### src/rtl/collatz_pkg.sv
// Shared types for the Collatz sequencer: FSM states and result status codes.
// Imported by collatz_step and collatz_runner.
package collatz_pkg;

    typedef enum logic [1:0] {
        IDLE = 2'd0,
        RUN  = 2'd1,
        DONE = 2'd2
    } state_t;

    localparam logic [1:0] ST_OK      = 2'd0;
    localparam logic [1:0] ST_OVF     = 2'd1;
    localparam logic [1:0] ST_TIMEOUT = 2'd2;
    localparam logic [1:0] ST_ZERO    = 2'd3;

    // Status for a run that stops in RUN; reaching 1 outranks overflow.
    function automatic logic [1:0] end_status(input logic one, input logic ovf);
        if (one)
            return ST_OK;
        else if (ovf)
            return ST_OVF;
        else
            return ST_TIMEOUT;
    endfunction

endpackage

### src/rtl/collatz_step.sv
// Single combinational Collatz step: n/2 for even n, 3n+1 for odd n.
// The odd path is built two bits wider so overflow shows in the top bits.
module collatz_step
    import collatz_pkg::*;
#(
    parameter int WIDTH = 16
) (
    input  logic [WIDTH-1:0] cur,
    output logic [WIDTH-1:0] next,
    output logic             ovf
);

    localparam int XW = WIDTH + 2;

    logic [XW-1:0] triple;
    logic [XW-1:0] wide;

    assign triple = {2'b00, cur} + {1'b0, cur, 1'b0} + XW'(1);

    // Select the step result and flag an odd step that leaves WIDTH bits.
    always_comb begin
        wide = cur[0] ? triple : XW'(cur >> 1);
        next = wide[WIDTH-1:0];
        ovf  = cur[0] & (|wide[XW-1:WIDTH]);
    end

endmodule

### src/rtl/collatz_runner.sv
// Iterates a seed through the Collatz map, reporting steps, peak and status.
// Define COLLATZ_TRACE_EN to add the trace_valid/trace_val streaming tap.
module collatz_runner
    import collatz_pkg::*;
#(
    parameter int WIDTH  = 16,
    parameter int STEP_W = 10
) (
    input  logic              clk,
    input  logic              rst,
    input  logic              in_valid,
    output logic              in_ready,
    input  logic [WIDTH-1:0]  in_seed,
    output logic              out_valid,
    input  logic              out_ready,
    output logic [STEP_W-1:0] out_steps,
    output logic [WIDTH-1:0]  out_peak,
    output logic [1:0]        out_status,
`ifdef COLLATZ_TRACE_EN
    output logic              trace_valid,
    output logic [WIDTH-1:0]  trace_val,
`endif
    output logic              busy
);

    localparam logic [STEP_W-1:0] STEP_MAX = '1;

    state_t            state;
    logic [WIDTH-1:0]  cur;
    logic [WIDTH-1:0]  peak;
    logic [STEP_W-1:0] steps;
    logic [WIDTH-1:0]  next;
    logic              ovf;
    logic              is_one;
    logic              timeout;
    logic              stop;
    logic              do_step;

    collatz_step #(
        .WIDTH(WIDTH)
    ) u_step (
        .cur (cur),
        .next(next),
        .ovf (ovf)
    );

    // Termination checks for the current RUN cycle, in priority order.
    always_comb begin
        is_one  = (cur == WIDTH'(1));
        timeout = (steps == STEP_MAX);
        stop    = is_one | ovf | timeout;
        do_step = (state == RUN) & ~stop;
    end

    assign in_ready = (state == IDLE);

`ifdef COLLATZ_TRACE_EN
    assign trace_valid = do_step;
    assign trace_val   = do_step ? next : '0;
`endif

    // Sequencer FSM; result outputs only change when entering DONE.
    always_ff @(posedge clk) begin
        if (rst) begin
            state      <= IDLE;
            cur        <= '0;
            peak       <= '0;
            steps      <= '0;
            out_steps  <= '0;
            out_peak   <= '0;
            out_status <= ST_OK;
            out_valid  <= 1'b0;
            busy       <= 1'b0;
        end else begin
            unique case (state)
                IDLE: begin
                    if (in_valid) begin
                        cur   <= in_seed;
                        peak  <= in_seed;
                        steps <= '0;
                        if (in_seed == '0) begin
                            state      <= DONE;
                            out_steps  <= '0;
                            out_peak   <= '0;
                            out_status <= ST_ZERO;
                            out_valid  <= 1'b1;
                        end else begin
                            state <= RUN;
                            busy  <= 1'b1;
                        end
                    end
                end
                RUN: begin
                    if (stop) begin
                        state      <= DONE;
                        busy       <= 1'b0;
                        out_valid  <= 1'b1;
                        out_steps  <= steps;
                        out_peak   <= peak;
                        out_status <= end_status(is_one, ovf);
                    end else begin
                        cur   <= next;
                        steps <= steps + STEP_W'(1);
                        if (next > peak)
                            peak <= next;
                    end
                end
                DONE: begin
                    if (out_ready) begin
                        state     <= IDLE;
                        out_valid <= 1'b0;
                    end
                end
                default: begin
                    state <= IDLE;
                    busy  <= 1'b0;
                end
            endcase
        end
    end

endmodule

### config.mk
export PLATFORM = sky130hd
export DESIGN_NAME = collatz_runner
export DESIGN_NICKNAME = d
export VERILOG_FILES = /design/src/rtl/collatz_pkg.sv /design/src/rtl/collatz_step.sv /design/src/rtl/collatz_runner.sv
export SDC_FILE = /design/constraint.sdc
export NUM_CORES = 1
export LEC_CHECK = 0
export CORE_MARGIN = 2
export CORE_UTILIZATION = 60
export CTS_BUF_LIST = sky130_fd_sc_hd__clkbuf_8
export DETAILED_ROUTE_END_ITERATION = 10
export GPL_TIMING_DRIVEN = 0
export PLACE_DENSITY = 0.92
export SLEW_MARGIN = 20
export SYNTH_ARGS = -nofsm -noshare
export SYNTH_HDL_FRONTEND = slang
export SYNTH_SLANG_ARGS = --single-unit
export TNS_END_PERCENT = 100
### constraint.sdc
create_clock -name clk -period 12.3 [get_ports clk]
set_input_delay 1.23 -clock clk [delete_from_list [all_inputs] [get_ports clk]]
set_output_delay 1.23 -clock clk [all_outputs]
set_load 0.005 [all_outputs]
Yosys cells after proc, flatten, opt, wreduce, memory -nomap -nowiden

Index checks and enable logic that the tools add are counted.

Word-level logic and storage cells: 77
Latch bits: 0
Memories: 0
Memory bits (writable): 0
ROM bits: 0
Bits in registers: 74
Output and inout bits: 31

Reductions and logical operators: 11
Magnitude comparators: 1
Mux-type cells: 38
Shift-type cells: 0
Equality and inequality tests: 11
Add/sub/neg operators: 3
Multiply operators: 0
Bitwise gates (word level): 4
Divide/modulo/power cells: 0

Operator list:

| kind                                                   | number |
|---|---|
| two-way mux 16 bit                                     | 7 |
| one-hot mux 16 bit (2 select lines)                    | 3 |
| two-way mux 10 bit                                     | 5 |
| one-hot mux 10 bit (2 select lines)                    | 2 |
| adder 16 x 17 -> 18 bit                                | 1 |
| adder 18 x 1 -> 18 bit (second input constant)         | 1 |
| two-way mux 18 bit                                     | 1 |
| two-way mux 2 bit                                      | 9 |
| == test 16 x 1 -> 1 bit (second input constant)        | 1 |
| > comparator 16 bit                                    | 1 |
| logical NOT 16 bit                                     | 1 |
| AND reduction 4 bit                                    | 3 |
| adder 10 x 1 -> 10 bit (second input constant)         | 1 |
| == test 10 bit (second input constant)                 | 1 |
| inequality test 2 bit (second input constant)          | 5 |
| two-way mux 1 bit                                      | 7 |
| one-hot mux 1 bit (3 select lines)                     | 2 |
| one-hot mux 2 bit (3 select lines)                     | 1 |
| AND reduction 3 bit                                    | 2 |
| AND reduction 5 bit                                    | 1 |
| inequality test 2 x 1 -> 1 bit (second input constant) | 2 |
| one-hot mux 2 bit (2 select lines)                     | 1 |
| nonzero test 3 bit                                     | 1 |
| == test 2 x 1 -> 1 bit (second input constant)         | 1 |
| 7 further kinds                                        | 8 |

Longest topological paths before layout

Word-level depth: 9
Gate-level depth with buffers: 19
Mapped depth without buffers: 17

Hierarchy

Synthesis repeated with hierarchy kept, for this count alone.

Cells, all modules: 558
Area total of the unflattened synthesis: 4638.2 um^2

Modules (own cells, without submodules):

| module         | seq. area each (um^2) | cells each | area each (um^2) | times used |
|---|---|---|---|---|
| collatz_runner | 1481.4                | 421        | 3613.5           | 1 |
| collatz_step   | 0.0                   | 137        | 1024.7           | 1 |

Worst setup path after synthesis

No wires, ideal clock.

Kind: flip-flop to flip-flop
Start point: register cur[0]
End point: register peak[10]
Clock period less this slack: 3926 ps
Setup slack: 8374 ps
Arrival: 3854 ps
Stages on the path, launching flop included: 19
Buffers on the path: 2
Library setup time: 72 ps
Cells stage by stage: dfxtp_1 clkbuf_1 clkinv_1 ha_1 and4b_1 a221oi_1 o21bai_1 a21oi_1 mux2_2 nand2_1 ha_1 nand4_1 nor3_1 a2111oi_0 nand3_1 o211ai_1 o31a_1 buf_2 mux2i_1

Word-level cells in the longest chain between the ends: 9

Ends and longest elaborated chain:

| element                                                         | line                  | source |
|---|---|---|
| start: declaration                                              | collatz_runner.sv:29  | `logic [WIDTH-1:0] cur;` |
| start signal: assignment                                        | collatz_runner.sv:78  | `cur <= in_seed;` |
| start signal: assignment                                        | collatz_runner.sv:102 | `cur <= next;` |
| branches (longest 9 deep; another with adder 16 x 17 -> 18 bit) | n/a                   |  |
| end signal: assignment                                          | collatz_runner.sv:79  | `peak <= in_seed;` |
| end signal: assignment                                          | collatz_runner.sv:105 | `peak <= next;` |
| end: declaration                                                | collatz_runner.sv:30  | `logic [WIDTH-1:0] peak;` |

Parallel ways; which one is timed is not known. The select of a mux whose other input is x is not followed.
A chain may end at the register's enable or synchronous reset.

Worst setup path in the final report

Same ends and word-level chain as after synthesis.

==> results.json <==
{
  "finalWirelength_um": 13800,
  "cts_sinks": 74,
  "dp_hpwl_um": 10700,
  "synth_common_cells": "74 x dfxtp_1, 63 x nand2_1, 42 x ha_1, 42 x inv_1, 38 x mux2i_1",
  "max_freq_mhz": 200,
  "tns_ns": 0,
  "yosysSeqAreaShare_pct": 31.1,
  "yosysWarnings": 0,
  "worstHoldEndpoint": "out_status[0]",
  "start_kind": "flip-flop",
  "fin_skew_ns": 0.0125,
  "peakVddDrop_mv": 0.0994,
  "gp_congestion": 0.951,
  "worstHoldStart": "out_status[0]",
  "dpl-instance-area_sq_mm": 0.00538,
  "num-fill-cells": 568,
  "cp-end-kind": "flip-flop",
  "critical_path.cell_chain": "clkbuf_1 > clkinv_1 > ha_1 > and4b_1 > a211o_1 > a41oi_2 > xor2_1 > mux2i_1 > ha_1 > nand4_1 > nor3_1 > a2111oi_0 > nand3_1 > o211ai_1 > o31a_1 > buf_2 > mux2i_1",
  "drc": 0,
  "synth_area_sq_mm": 0.00476,
  "drt.antenna.violating_nets": 0,
  "drt-wirelength-per-cell_um": 19.0,
  "cts_buffer_depth": 2,
  "worst-r2r-cell-count": 17,
  "max_stage_delay_ns": 0.44,
  "syn_area_per_cell_sq_um": 8.55,
  "drv_cap": 0,
  "synth_cell_types": 62,
  "fp-row-count": 32,
  "synth_edf_count": 0,
  "port_buffers": 49,
  "r2r-start": "cur[0]",
  "ff2ff_setup_slack_ns": 7.31,
  "cts_hold_buf": 0,
  "dp_cells": 708,
  "async_flop_share_pct": 0,
  "synth_top_flop_cell": "dfxtp_1",
  "multiInputGateArea_sq_mm": 0.00297,
  "avgViaCountPerCell": 6.44,
  "yosysTopAreaCell": "dfxtp_1",
  "critPathArrivalTime_ns": 5.27,
  "crit_required_ns": 12.58,
  "rsz0062_at_grt": "no",
  "critPathTopFamily": "compound AO/OA/AOI/OAI gates",
  "min_period_ns": 4.99,
  "stdcell_area_sq_mm": 0.00558,
  "synth_top_area_share_pct": 31.1,
  "boundaryPins": 51,
  "antenna_found_initial": 0,
  "layout.nets": 680,
  "cpMaxStageDelayCell": "dfxtp_1",
  "slew_headroom_pct": 34.1,
  "n_antenna_cell": 0,
  "setup_viol": 0,
  "cts_htree_levels": 3,
  "yosysMostFrequentCell": "dfxtp_1",
  "hold_violations": 0,
  "ys_seq_elements": 74,
  "grt_max_degree": 15,
  "area_growth_syn_to_layout_pct": 17.2,
  "cts_tree": "yes",
  "switching_power_uw": 324,
  "clockRootBuffer": "clkbuf_8",
  "cts_buffers": 9,
  "grt_pass1_wl_um": 22400,
  "holdPathStages": 2,
  "fin_ws_ns": 7.31,
  "post-cts-setup-buffer-count": 0,
  "intPower_uw": 495,
  "tightest_slew_ns": 0.982,
  "clkSlewWorstSetupHoldPaths_ns": 0.09,
  "syn_inst": 557,
  "worstSetupPathType": "reg -> reg",
  "clk_latency_ns": 0.36,
  "drt_pass1_iterations": 5,
  "power.density_mw_per_mm2": 147,
  "clockPowerShare_pct": 23.8,
  "yosys-top-cells-area": "dfxtp_1 31%, ha_1 11%, mux2i_1 8.0%",
  "drt_iter0_markers": 317,
  "power_frac_comb_pct": 40.4,
  "initial_core_util_pct": 61.6,
  "fp.dieW_um": 93.1,
  "leakage_uw": 0.00225,
  "period_share_pct": 40.6,
  "core_sq_mm": 0.00773,
  "swShare_pct": 39.6,
  "cp_num_buf_inv": 3,
  "vias": 4664,
  "slew_viol_final": 0,
  "pre_cts_ws_ns": 7.42,
  "chipHeight_um": 93.1,
  "synth_fp_nets": 620,
  "hold_path.class": "reg -> reg",
  "status": "completed",
  "cts-resized-gates": 0,
  "die-area_sq_mm": 0.00867,
  "drive_gt1_share_pct": 7.72,
  "cp_max_fo": 10,
  "fin_cells": 724,
  "p_seq_share_pct": 35.7,
  "register_area_sq_mm": 0.00148,
  "worstReg2RegEnd": "peak[10]",
  "grt_pass1_vias": 4566,
  "grt_usage_pct": 33.0,
  "grt.overflow.total": 0
}
==> cell type report <==
| class | instances | share of cell area (%) |
|---|---|---|
| multi-input combinational | 406 | 53.2 |
| tap | 102 | 2.29 |
| buffer | 33 | 2.64 |
| clock inverter | 7 | 1.39 |
| sequential | 74 | 26.5 |
| clock buffer | 9 | 2.22 |
| timing repair buffer | 49 | 8.79 |
| inverter | 44 | 2.96 |
==> per-stage QoR <==
stage / utilization (%) / power [uW] / hold slack (ns)
detailed placement: 69.6 / 618 / 0.451
CTS: 72.2 / 809 / 0.463
floorplan: - / 524 / 0.439
global route: 72.2 / 863 / 0.480
finish: 72.2 / 819 / 0.464
global placement: 69.6 / 610 / 0.434
==> cells in the final DEF, fill, tap and decap left out, types with 3 or more instances in the layout <==
| cell | Yosys | final |
|---|---|---|
| xnor2_1 | 8 | 8 |
| inv_1 | 42 | 42 |
| dfxtp_1 | 74 | 74 |
| nand2_1 | 63 | 63 |
| a211o_1 | 5 | 5 |
| or3_1 | 8 | 8 |
| nor4_1 | 6 | 6 |
| nor2b_1 | 5 | 5 |
| nor2_1 | 31 | 31 |
| nand4_1 | 8 | 8 |
| o31ai_1 | 9 | 9 |
| clkdlybuf4s50_1 | 0 | 49 |
| o21a_1 | 4 | 4 |
| mux2i_1 | 38 | 38 |
| o211ai_1 | 11 | 11 |
| clkinv_4 | 0 | 3 |
| ha_1 | 42 | 42 |
| a211oi_1 | 5 | 5 |
| clkbuf_8 | 0 | 9 |
| or2_2 | 3 | 3 |
| nand2b_1 | 4 | 4 |
| nor3_1 | 8 | 8 |
| nand3_1 | 16 | 16 |
| clkbuf_1 | 20 | 20 |
| or4_1 | 6 | 6 |
| and3_1 | 3 | 3 |
| a21o_1 | 4 | 4 |
| o21ai_0 | 18 | 18 |
| buf_2 | 10 | 10 |
| a31o_2 | 6 | 6 |
| a32o_1 | 26 | 26 |
| a21oi_1 | 28 | 28 |
==> sequential cells by signal (all words and copies together), names as in the netlist <==
register and flops:
out_peak 16, busy 1, cur 16, out_status 2, steps 10, state 2
peak 16, out_valid 1, out_steps 10
==> worst min-delay path, delay by kind of cell, from the launching register on <==
| family | cells | cell delay, ns |
|---|---|---|
| AOI/OAI and AO/OA | 1 | 0.05 |
| buffers and inverters | 1 | 0.05 |
| DFF | 1 | 0.32 |
==> logic make-up (layout without fill, tap and decap cells) <==
group,Yosys count,after routing,share of synthesized area (%)
adders and majority gates,43,43,11.5
buffers and inverters,77,142,6.57
DFF,74,74,31.1
AOI/OAI and AO/OA,144,144,23.4
xor gates and xnor gates,10,10,1.84
muxes,41,41,8.77
and+or+nand+nor,168,168,16.9
==> worst max-delay path by stage <==
stage	endpoint	cells after the start	startpoint
after CTS	peak[10]	18	cur[0]
after global routing	peak[10]	18	cur[0]
after floorplan	peak[10]	18	cur[0]
final	peak[10]	17	cur[0]
after global placement	peak[10]	18	cur[0]
after detailed placement	peak[10]	18	cur[0]
==> power groups by stage <==
stage / Sequential [uW] / Combinational [uW] / Clock, uW
final: 292 / 331 / 195
after global routing: 296 / 366 / 202
after CTS: 292 / 324 / 193
after detailed placement: 297 / 321 / 0
after global placement: 295 / 315 / 0
after floorplan: 289 / 235 / 0
==> layer usage <==
layer / track usage (%) / part of all wire (%) / up-vias
li1: - / - / 2175
met3: 4.92 / 6.8 / 59
met2: 53.4 / 46 / 233
met5: 0 / 0 / -
met1: 42.6 / 42 / 2197
met4: 17.2 / 4.3 / 0
Note: power is estimated with default switching activity, not from simulation.
